**src/rtl/vc_buffer_arb.sv**
```systemverilog
// ---------------------------------------------------------------------------
// vc_buffer_arb
//
// Purpose:
//   Two virtual-channel flit buffers (VC0 = transit, VC1 = NI injection)
//   draining onto a single output link through a packet-locked round-robin
//   arbiter. Once a VC is granted, the link stays with it until that VC's
//   trailer flit (TRAILER) has been accepted downstream. Only the trailer
//   matters to the arbiter, so head-flit tags are never decoded here.
//
// Ports:
//   clk             in   1  single clock, all state on the rising edge
//   rst             in   1  synchronous, active-high reset
//   flit_in         in   8  flit from the switch controller (8'h00 = idle)
//   vc_sel          in   2  2'b01 -> VC0, 2'b10 -> VC1, other codes -> no write
//   sel_vc          in   1  write strobe
//   flit_out        out  8  head-of-queue flit of granted VC, 8'h00 if not valid
//   flit_out_valid  out  1  flit_out holds a valid flit
//   flit_out_ready  in   1  downstream accepts flit_out this cycle
//   full_vc         out  2  [i]=1 when VCi holds DEPTH flits
//   empty_vc        out  2  [i]=1 when VCi holds no flits
//   grant_vc        out  1  granted VC (meaningful while pkt_active=1)
//   pkt_active      out  1  arbiter locked to a packet
//   overflow        out  1  one-cycle pulse: a write was dropped (target full)
// ---------------------------------------------------------------------------
module vc_buffer_arb #(
    parameter int         DEPTH   = 4,      // flits per VC, power of two, >= 2
    parameter logic [7:0] TRAILER = 8'hFF
) (
    input  logic       clk,
    input  logic       rst,
    input  logic [7:0] flit_in,
    input  logic [1:0] vc_sel,
    input  logic       sel_vc,
    output logic [7:0] flit_out,
    output logic       flit_out_valid,
    input  logic       flit_out_ready,
    output logic [1:0] full_vc,
    output logic [1:0] empty_vc,
    output logic       grant_vc,
    output logic       pkt_active,
    output logic       overflow
);

    localparam int             PTR_W     = $clog2(DEPTH);
    localparam int             CNT_W     = PTR_W + 1;
    localparam logic [CNT_W-1:0] DEPTH_CNT = CNT_W'(DEPTH);

    localparam logic [0:0] ST_IDLE = 1'b0;
    localparam logic [0:0] ST_SEND = 1'b1;

    // Arbiter state
    logic [0:0] state_q, state_d;
    logic       grant_q, grant_d;
    logic       rr_q, rr_d;          // VC that wins the next tie
    logic       overflow_q, overflow_d;

    // Write decode and per-VC status
    logic       wr_req;
    logic [1:0] wr_hit;              // valid write addressed to VCi
    logic [1:0] wr_en;               // write actually accepted into VCi
    logic [1:0] pop_en;
    logic [1:0] full_w;
    logic [1:0] empty_w;
    logic [7:0] head_vc [2];
    logic [7:0] head_flit;
    logic       out_valid;
    logic       pop;

    assign wr_req    = sel_vc && (flit_in != 8'h00);
    assign wr_hit[0] = wr_req && (vc_sel == 2'b01);
    assign wr_hit[1] = wr_req && (vc_sel == 2'b10);

    // Full blocks a write even if the same VC pops this cycle, so a full
    // FIFO never has to forward a flit through in a single cycle.
    assign wr_en      = wr_hit & ~full_w;
    assign overflow_d = |(wr_hit & full_w);

    assign head_flit = head_vc[grant_q];
    assign out_valid = (state_q == ST_SEND) && !empty_w[grant_q];
    assign pop       = out_valid && flit_out_ready;

    // -----------------------------------------------------------------------
    // Per-VC circular FIFOs
    // -----------------------------------------------------------------------
    for (genvar v = 0; v < 2; v++) begin : g_vc
        logic [7:0]       mem_q [DEPTH];
        logic [PTR_W-1:0] wr_ptr_q, wr_ptr_d;
        logic [PTR_W-1:0] rd_ptr_q, rd_ptr_d;
        logic [CNT_W-1:0] cnt_q, cnt_d;

        assign full_w[v]  = (cnt_q == DEPTH_CNT);
        assign empty_w[v] = (cnt_q == '0);
        assign pop_en[v]  = pop && (grant_q == 1'(v));
        assign head_vc[v] = mem_q[rd_ptr_q];

        // NOTE: every signal assigned in an always_comb gets a default at the
        // top of the block, so no path leaves it unassigned and no latch is
        // inferred.
        always_comb begin
            wr_ptr_d = wr_ptr_q;
            rd_ptr_d = rd_ptr_q;
            cnt_d    = cnt_q;
            if (wr_en[v]) wr_ptr_d = wr_ptr_q + PTR_W'(1);
            if (pop_en[v]) rd_ptr_d = rd_ptr_q + PTR_W'(1);
            case ({wr_en[v], pop_en[v]})
                2'b10:   cnt_d = cnt_q + CNT_W'(1);
                2'b01:   cnt_d = cnt_q - CNT_W'(1);
                default: cnt_d = cnt_q;   // idle, or write+pop cancel out
            endcase
        end

        // NOTE: sequential state is updated with non-blocking assignments so
        // every register samples values from before the edge, independent of
        // statement order.
        always_ff @(posedge clk) begin
            if (rst) begin
                wr_ptr_q <= '0;
                rd_ptr_q <= '0;
                cnt_q    <= '0;
            end else begin
                wr_ptr_q <= wr_ptr_d;
                rd_ptr_q <= rd_ptr_d;
                cnt_q    <= cnt_d;
            end
        end

        // NOTE: the storage array has no reset; emptiness is tracked by the
        // count and pointers, so stale contents are never observable.
        always_ff @(posedge clk) begin
            if (wr_en[v]) mem_q[wr_ptr_q] <= flit_in;
        end
    end

    // -----------------------------------------------------------------------
    // Packet-locked round-robin arbiter
    // -----------------------------------------------------------------------
    always_comb begin
        state_d = state_q;
        grant_d = grant_q;
        rr_d    = rr_q;
        case (state_q)
            ST_IDLE: begin
                if (!empty_w[0] && !empty_w[1]) begin
                    state_d = ST_SEND;
                    grant_d = rr_q;
                end else if (!empty_w[0]) begin
                    state_d = ST_SEND;
                    grant_d = 1'b0;
                end else if (!empty_w[1]) begin
                    state_d = ST_SEND;
                    grant_d = 1'b1;
                end
            end
            ST_SEND: begin
                // The lock is released only when the trailer leaves; an
                // empty granted VC just stalls the link.
                if (pop && (head_flit == TRAILER)) begin
                    state_d = ST_IDLE;
                    rr_d    = ~grant_q;
                end
            end
            default: state_d = ST_IDLE;
        endcase
    end

    always_ff @(posedge clk) begin
        if (rst) begin
            state_q    <= ST_IDLE;
            grant_q    <= 1'b0;
            rr_q       <= 1'b0;
            overflow_q <= 1'b0;
        end else begin
            state_q    <= state_d;
            grant_q    <= grant_d;
            rr_q       <= rr_d;
            overflow_q <= overflow_d;
        end
    end

    assign flit_out       = out_valid ? head_flit : 8'h00;
    assign flit_out_valid = out_valid;
    assign full_vc        = full_w;
    assign empty_vc       = empty_w;
    assign grant_vc       = grant_q;
    assign pkt_active     = (state_q == ST_SEND);
    assign overflow       = overflow_q;

endmodule
```
**config.mk**
```make
export PLATFORM = sky130hd
export DESIGN_NAME = vc_buffer_arb
export DESIGN_NICKNAME = d
export VERILOG_FILES = /design/src/rtl/vc_buffer_arb.sv
export SDC_FILE = /design/constraint.sdc
export NUM_CORES = 1
export LEC_CHECK = 0
export CELL_PAD_IN_SITES_DETAIL_PLACEMENT = 0
export CELL_PAD_IN_SITES_GLOBAL_PLACEMENT = 1
export CORE_MARGIN = 3
export CORE_UTILIZATION = 30
export DETAILED_ROUTE_END_ITERATION = 8
export MAX_ROUTING_LAYER = met4
export PLACE_DENSITY = 0.64
export SYNTH_ARGS = -nofsm -noshare
export SYNTH_HDL_FRONTEND = slang
export SYNTH_SLANG_ARGS = --single-unit
```
**constraint.sdc**
```tcl
create_clock -name clk -period 2.5 [get_ports clk]
set_input_delay 0.5 -clock clk [delete_from_list [all_inputs] [get_ports clk]]
set_output_delay 0.5 -clock clk [all_outputs]
set_load 0.05 [all_outputs]
```
=== Word-level counts from Yosys, hierarchy flattened ===
Memories as Yosys holds them, arrays and structs flattened. A register that Yosys moved wholly into a read port is not among the register bits.
Index checks and enable logic that the tools add are counted.

* Bitwise logic cells: 6
* Eq/ne operators: 10
* Add/sub/neg operators: 8
* Reductions and logical operators: 20
* Magnitude comparators: 2
* Multiplexer cells: 24

{| class="wikitable"
|+ Operator list
! operator !! number
|-
| $mux W8 || 4
|-
| $mux W1 || 13
|-
| $pmux W3 S2 || 2
|-
| $logic_and A1 B1 Y1 || 9
|-
| $add A2 B1 Y2 const B || 4
|-
| $eq A8 B8 Y1 const B || 1
|-
| $mux W2 || 4
|-
| $reduce_bool A8 Y1 || 1
|-
| $add A3 B1 Y3 const B || 2
|-
| $eq A2 B1 Y1 const B || 3
|-
| $eq A2 B2 Y1 const B || 3
|-
| $eq A3 B3 Y1 const B || 2
|-
| $logic_not A3 Y1 || 2
|-
| $sub A3 B1 Y3 const B || 2
|-
| $and A2 B2 Y2 || 2
|-
| $reduce_and A2 Y1 || 2
|-
| $reduce_bool A2 Y1 || 2
|-
| $logic_not A1 Y1 || 3
|-
| $ne A3 B2 Y1 const B || 1
|-
| $ge A2 B2 Y1 const B || 1
|-
| $lt A1 B2 Y1 const B || 1
|-
| $not A1 Y1 || 2
|-
| $not A1 Y2 || 1
|-
| $not A2 Y2 || 1
|-
| 2 further kinds || 2
|}

* Word-level logic and storage cells: 82
* Memories kept: 2
* RAM bits: 64
* Bits in registers: 18

{| class="wikitable"
|+ Memory list
! memory !! words !! width !! read ports !! clocked after memory_dff !! write ports !! RTL line !! RTL
|-
| g_vc[0].mem_q || 4 || 8 || 1 || 1 || 1 || 87 || <nowiki>logic [7:0] mem_q [DEPTH];</nowiki>
|-
| g_vc[1].mem_q || 4 || 8 || 1 || 1 || 1 || 87 ||
|}

=== Depth between registers and ports, before layout ===
* Depth in word-level cells: 9
* Gate-level depth with buffers: 10
* Gate-level depth less buffers: 10

=== Least setup slack after synthesis ===
No wires, ideal clock.

* Kind: register to register
* Start: register g_vc[1].cnt_q[2]
* End: register g_vc[1].cnt_q[2]
* Path slack: -0.725 ns
* Path buffers: 0
* Data arrival time: 3.155 ns
* Required time: 2.429 ns
* Stages on the path, launching flop included: 10
* Cell sequence: dfxtp_1 nor3b_1 nor4_2 inv_2 ha_1 inv_1 fa_1 xor2_1 or3_1 a21oi_1

{| class="wikitable"
|+ RTL lines
! item !! RTL line !! RTL
|-
| from (decl) || 90 || <nowiki>logic [CNT_W-1:0] cnt_q, cnt_d;</nowiki>
|-
| from (signal assigned) || 124 || <nowiki>cnt_q <= cnt_d;</nowiki>
|-
| $eq A3 B3 Y1 (*) || 92 || <nowiki>assign full_w[v] = (cnt_q == DEPTH_CNT);</nowiki>
|-
| via full_vc[1] || 38 || <nowiki>output logic [1:0] full_vc,</nowiki>
|-
| $not A2 Y2 (*) || 76 || <nowiki>assign wr_en = wr_hit & ~full_w;</nowiki>
|-
| $and A2 B2 Y2 (*) || 76 ||
|-
| $eq A2 B1 Y1 / $eq A2 B2 Y1 (equally long branches) || 106 || <nowiki>case ({wr_en[v], pop_en[v]})</nowiki>
|-
| $pmux W3 S2 / $reduce_bool A2 Y1 (equally long branches) || - ||
|}

The timed path passes the listed nets; every way through them passes the cells marked *. The select of a mux whose other input is x is not followed.
A chain may end at the register's enable or synchronous reset.

=== Worst setup path after layout ===
* Start: input port flit_in[1]
* End: register g_vc[0].cnt_q[2]

* Word-level cells in the longest chain between the ends: 6

{| class="wikitable"
|+ Ends and longest elaborated chain
! item !! RTL line !! RTL
|-
| from (decl) || 32 || <nowiki>input logic [7:0] flit_in,</nowiki>
|-
| $reduce_bool A8 Y1 (*) || 70 || <nowiki>assign wr_req = sel_vc && (flit_in != 8'h00);</nowiki>
|-
| $logic_and A1 B1 Y1 (*) || 70 ||
|-
| $logic_and A1 B1 Y1 (*) || 71 || <nowiki>assign wr_hit[0] = wr_req && (vc_sel == 2'b01);</nowiki>
|-
| $and A2 B2 Y2 (*) || 76 ||
|-
| $eq A2 B1 Y1 / $eq A2 B2 Y1 (equally long branches) || 106 ||
|-
| $pmux W3 S2 / $reduce_bool A2 Y1 (equally long branches) || - ||
|-
| to (signal assigned) || 124 ||
|-
| to (decl) || 90 ||
|}

Every way passes the cells marked *; elsewhere a longest branch is shown, timed or not.

==> results by group <==
STA
  – Period utilisation layout: 0.9800
  – Final setup fails: 0
  – Worst Hold Slack: 405.3 ps
  – Setup TNS: 0 ps
  – Tmin final: 2450 ps
  – RSZ-0062 raised after global routing: yes
  – Relative slew margins: 0.6094
  – Slew Limit Fails: 0
  – Final hold vios: 0
  – Clock Skews: 5.892 ps
  – Worst Tran Pin Value: 584.4 ps
  – Fmax achieved: 408.2 MHz

Finish
  – Layout cell share with drive strength beyond 1: 0.3251
  – Register area: 2370 um2
  – Filler cell count: 1072
  – Layout Nets: 344
  – Area Overhead vs Synth: 30.40%
  – Ant. Diodes: 0
  – Multi-input logic area: 1284 um2

Synthesis
  – Mapped Cells: 252
  – Post-Syn Area: 3664 um2
  – Yosys top cell area share: 0.5246
  – Register area share after synthesis: 0.6448
  – Unique masters post-synth: 48
  – Flops & latches, synth: 86
  – Most common library cells after synthesis: edfxtp_1 (64), nor2_1 (28), dfxtp_1 (22), mux2i_1 (14), inv_1 (13)
  – Async SR Flop Fraction: 0
  – Synth warn: 0
  – Synth area leader: edfxtp_1
  – Syn_nets: 278
  – Top-count cell post-synth: edfxtp_1
  – Syn Area/Cell: 14.54 um2
  – EDFF count, synth: 64
  – Post-synth top flop: edfxtp_1
  – Cells taking the most area after synthesis: edfxtp_1 (52%), dfxtp_1 (12%), mux4_2 (5.5%)

Power
  – Clock power share: 0.396
  – Sequential power share: 0.517
  – VDD IR max: 0.3458 mV
  – Cell-internal power: 2.339 mW
  – Psw: 0.7007 mW
  – Switching share of power: 0.2305
  – Total power: 3.040 mW
  – Comb power frac: 0.087
  – Pleak: 1.632 nW
  – Cell Pwr Density: 636.4 nW/um2

Clocking
  – CTS sink count: 86
  – CTS tree: yes
  – Clk Latency, worst-skew pair: 330 ps
  – Clk root buf: clkbuf_16
  – Longest Clk Path Bufs: 2
  – CTS Buf Count: 9
  – H-Tree Depth: 3
  – CTS Hold Bufs: 0
  – Clk pin slew, worst setup/hold paths: 60 ps

Route
  – Post-route antenna net violation count: 0
  – Post-route DRC: 0
  – Router iterations before antenna repair: 4
  – Final wirelength: 7690 um
  – Routed wl met3: 205 um
  – DR top layer: met4
  – Drt via density: 4.706
  – Starting DRC count in detailed routing: 100
  – Met2 wire length: 3857 um
  – Avg WL per Cell: 16.50 um
  – Vias: 2193
  – M1 WL: 3468 um

Worst setup path
  – Worst path required time: 2770 ps
  – Cell mode on critical path: inv_2
  – Critical Path Start Type: input port
  – Crit end category: register
  – CP startpoint: flit_in[1]
  – Critical-path cell list: buf_2 > or4_4 > o21ai_4 > buf_6 > nor4b_4 > inv_2 > ha_4 > inv_2 > fa_2 > xor2_1 > or3_1 > a21oi_1
  – Crit Path Class: input port to register
  – Slowest cell on crit path: or4_4
  – Worst path max stage delay: 560 ps
  – R2R Path Start: g_vc[1].cnt_q[0]$_SDFFE_PP0P_
  – Crit-path max FO: 2
  – Kind of cell adding the most delay to the critical path: simple AND/OR/NAND/NOR gates
  – Critical path data arrival time: 2720 ps
  – Worst path bufs/invs: 4

Die
  – Cell Rows: 39
  – Die Height: 116.5 um
  – Die ar.: 13570 um2
  – Initial core utilization: 0.3141
  – # IOs: 30
  – Core ar.: 11660 um2
  – Chip width: 116.5 um

Global routing
  – GR Util All Layers: 0.1255
  – Antenna violations before repair: 0
  – Grt total ovfl: 0
  – Global-route wire length before repair: 12020 um
  – Largest net degree at the start of global routing: 16
  – Vias in the first global route: 2301

Run
  – Max-Cap Viols: 0

Place
  – PortBufs: 29
  – Gpl congestion: 0.7316
  – DP HPWL: 5676 um

Outcome
  – Status: complete, no violations

Min path
  – Min-delay src: flit_in[2]
  – Hold WC Path Type: input port to register
==> worst paths after layout <==
kind,endpoint,slack [ps],cells after the start
worst min-delay path,g_vc[0].mem_q[2][2]$_DFFE_PP_,410,1
worst max register to register,g_vc[1].cnt_q[2]$_SDFFE_PP0P_,240,9
worst min register to register,rr_q$_SDFFE_PP0P_,500,2
worst max-delay path,g_vc[0].cnt_q[2]$_SDFFE_PP0P_,50,12
==> timing repair <==
action | in CTS | in global routing
setup buffers | 6 | 2
endpoints found under the hold margin | 0 | 0
resized for setup | 37 | 10
pin swaps | 12 | 10
gates cloned | 0 | 0
setup endpoints to repair | 12 | 9
==> cells by family (layout without fill, tap and decap cells) <==
kind of cell               Yosys count  in the layout  synth area share
DFF                                 86             86            0.6448
and+or+nand+nor                     68             68            0.1083
AOI/OAI and AO/OA                   27             27           0.04713
muxes                               26             26            0.1028
buffers and inverters               23             94           0.02801
adders and majority gates           12             12           0.04508
xor gates and xnor gates            10             10           0.02391
==> registers in the layout, summed over array words and instances, names as in the netlist, named ones only <==
register,cells
g_vc.cnt_q,6
g_vc.rd_ptr_q,4
rr_q,1
g_vc.mem_q,64
g_vc.wr_ptr_q,4
pkt_active,1
overflow,1
grant_vc,1
==> cell type report <==
type | instances | share of cell area
inverter | 15 | 0.01179
multi-input combinational | 143 | 0.2687
sequential | 86 | 0.4961
tap | 143 | 0.03745
clock buffer | 9 | 0.04715
clock inverter | 7 | 0.01074
timing repair buffer | 63 | 0.1281
==> power groups by stage <==
stage          Combinational [mW]  Sequential (mW)  Clock [mW]
2_1_floorplan               0.129             1.61           0
3_3_place_gp                0.260             1.60           0
3_5_place_dp                0.263             1.60           0
4_1_cts                     0.265             1.57        1.24
5_1_grt                     0.285             1.57        1.29
6_report                    0.264             1.57        1.20
==> placed cells by master (no fill, tap or decap), types with 3 or more instances in the layout <==
master and instances:
dfxtp_1 18, mux4_2 9, and2_1 8, inv_2 4
clkdlybuf4s50_1 9, buf_2 7, edfxtp_1 64, nand2_1 7
ha_1 8, clkbuf_16 9, buf_4 33, buf_6 3
xor2_1 6, o22ai_1 4, o21ai_0 4, xnor2_1 4
clkinvlp_4 4, mux2i_1 14, dfxtp_2 3, buf_12 9
a21oi_1 7, inv_1 11, nor2_1 28
==> routing by layer <==
| metal | vias up | GRT usage |
|---|---|---|
| met2 | 25 | 0.1991 |
| met4 | 0 | 0.06187 |
| met1 | 1098 | 0.1532 |
| met5 | - | - |
| li1 | 1058 | - |
| met3 | 12 | 0.02487 |
==> per-stage QoR <==
stage,setup WS [ps],instance area (um2),std cells,util
finish,50.09,4777,466,0.4096
global route,-75.83,4777,466,0.4096
CTS,-8.921,4731,464,0.4056
detailed placement,-649.7,4437,442,0.3804
global placement,-573.8,4437,442,0.3804
floorplan,-70.26,3731,252,-
Note: power is estimated with default switching activity, not from simulation.
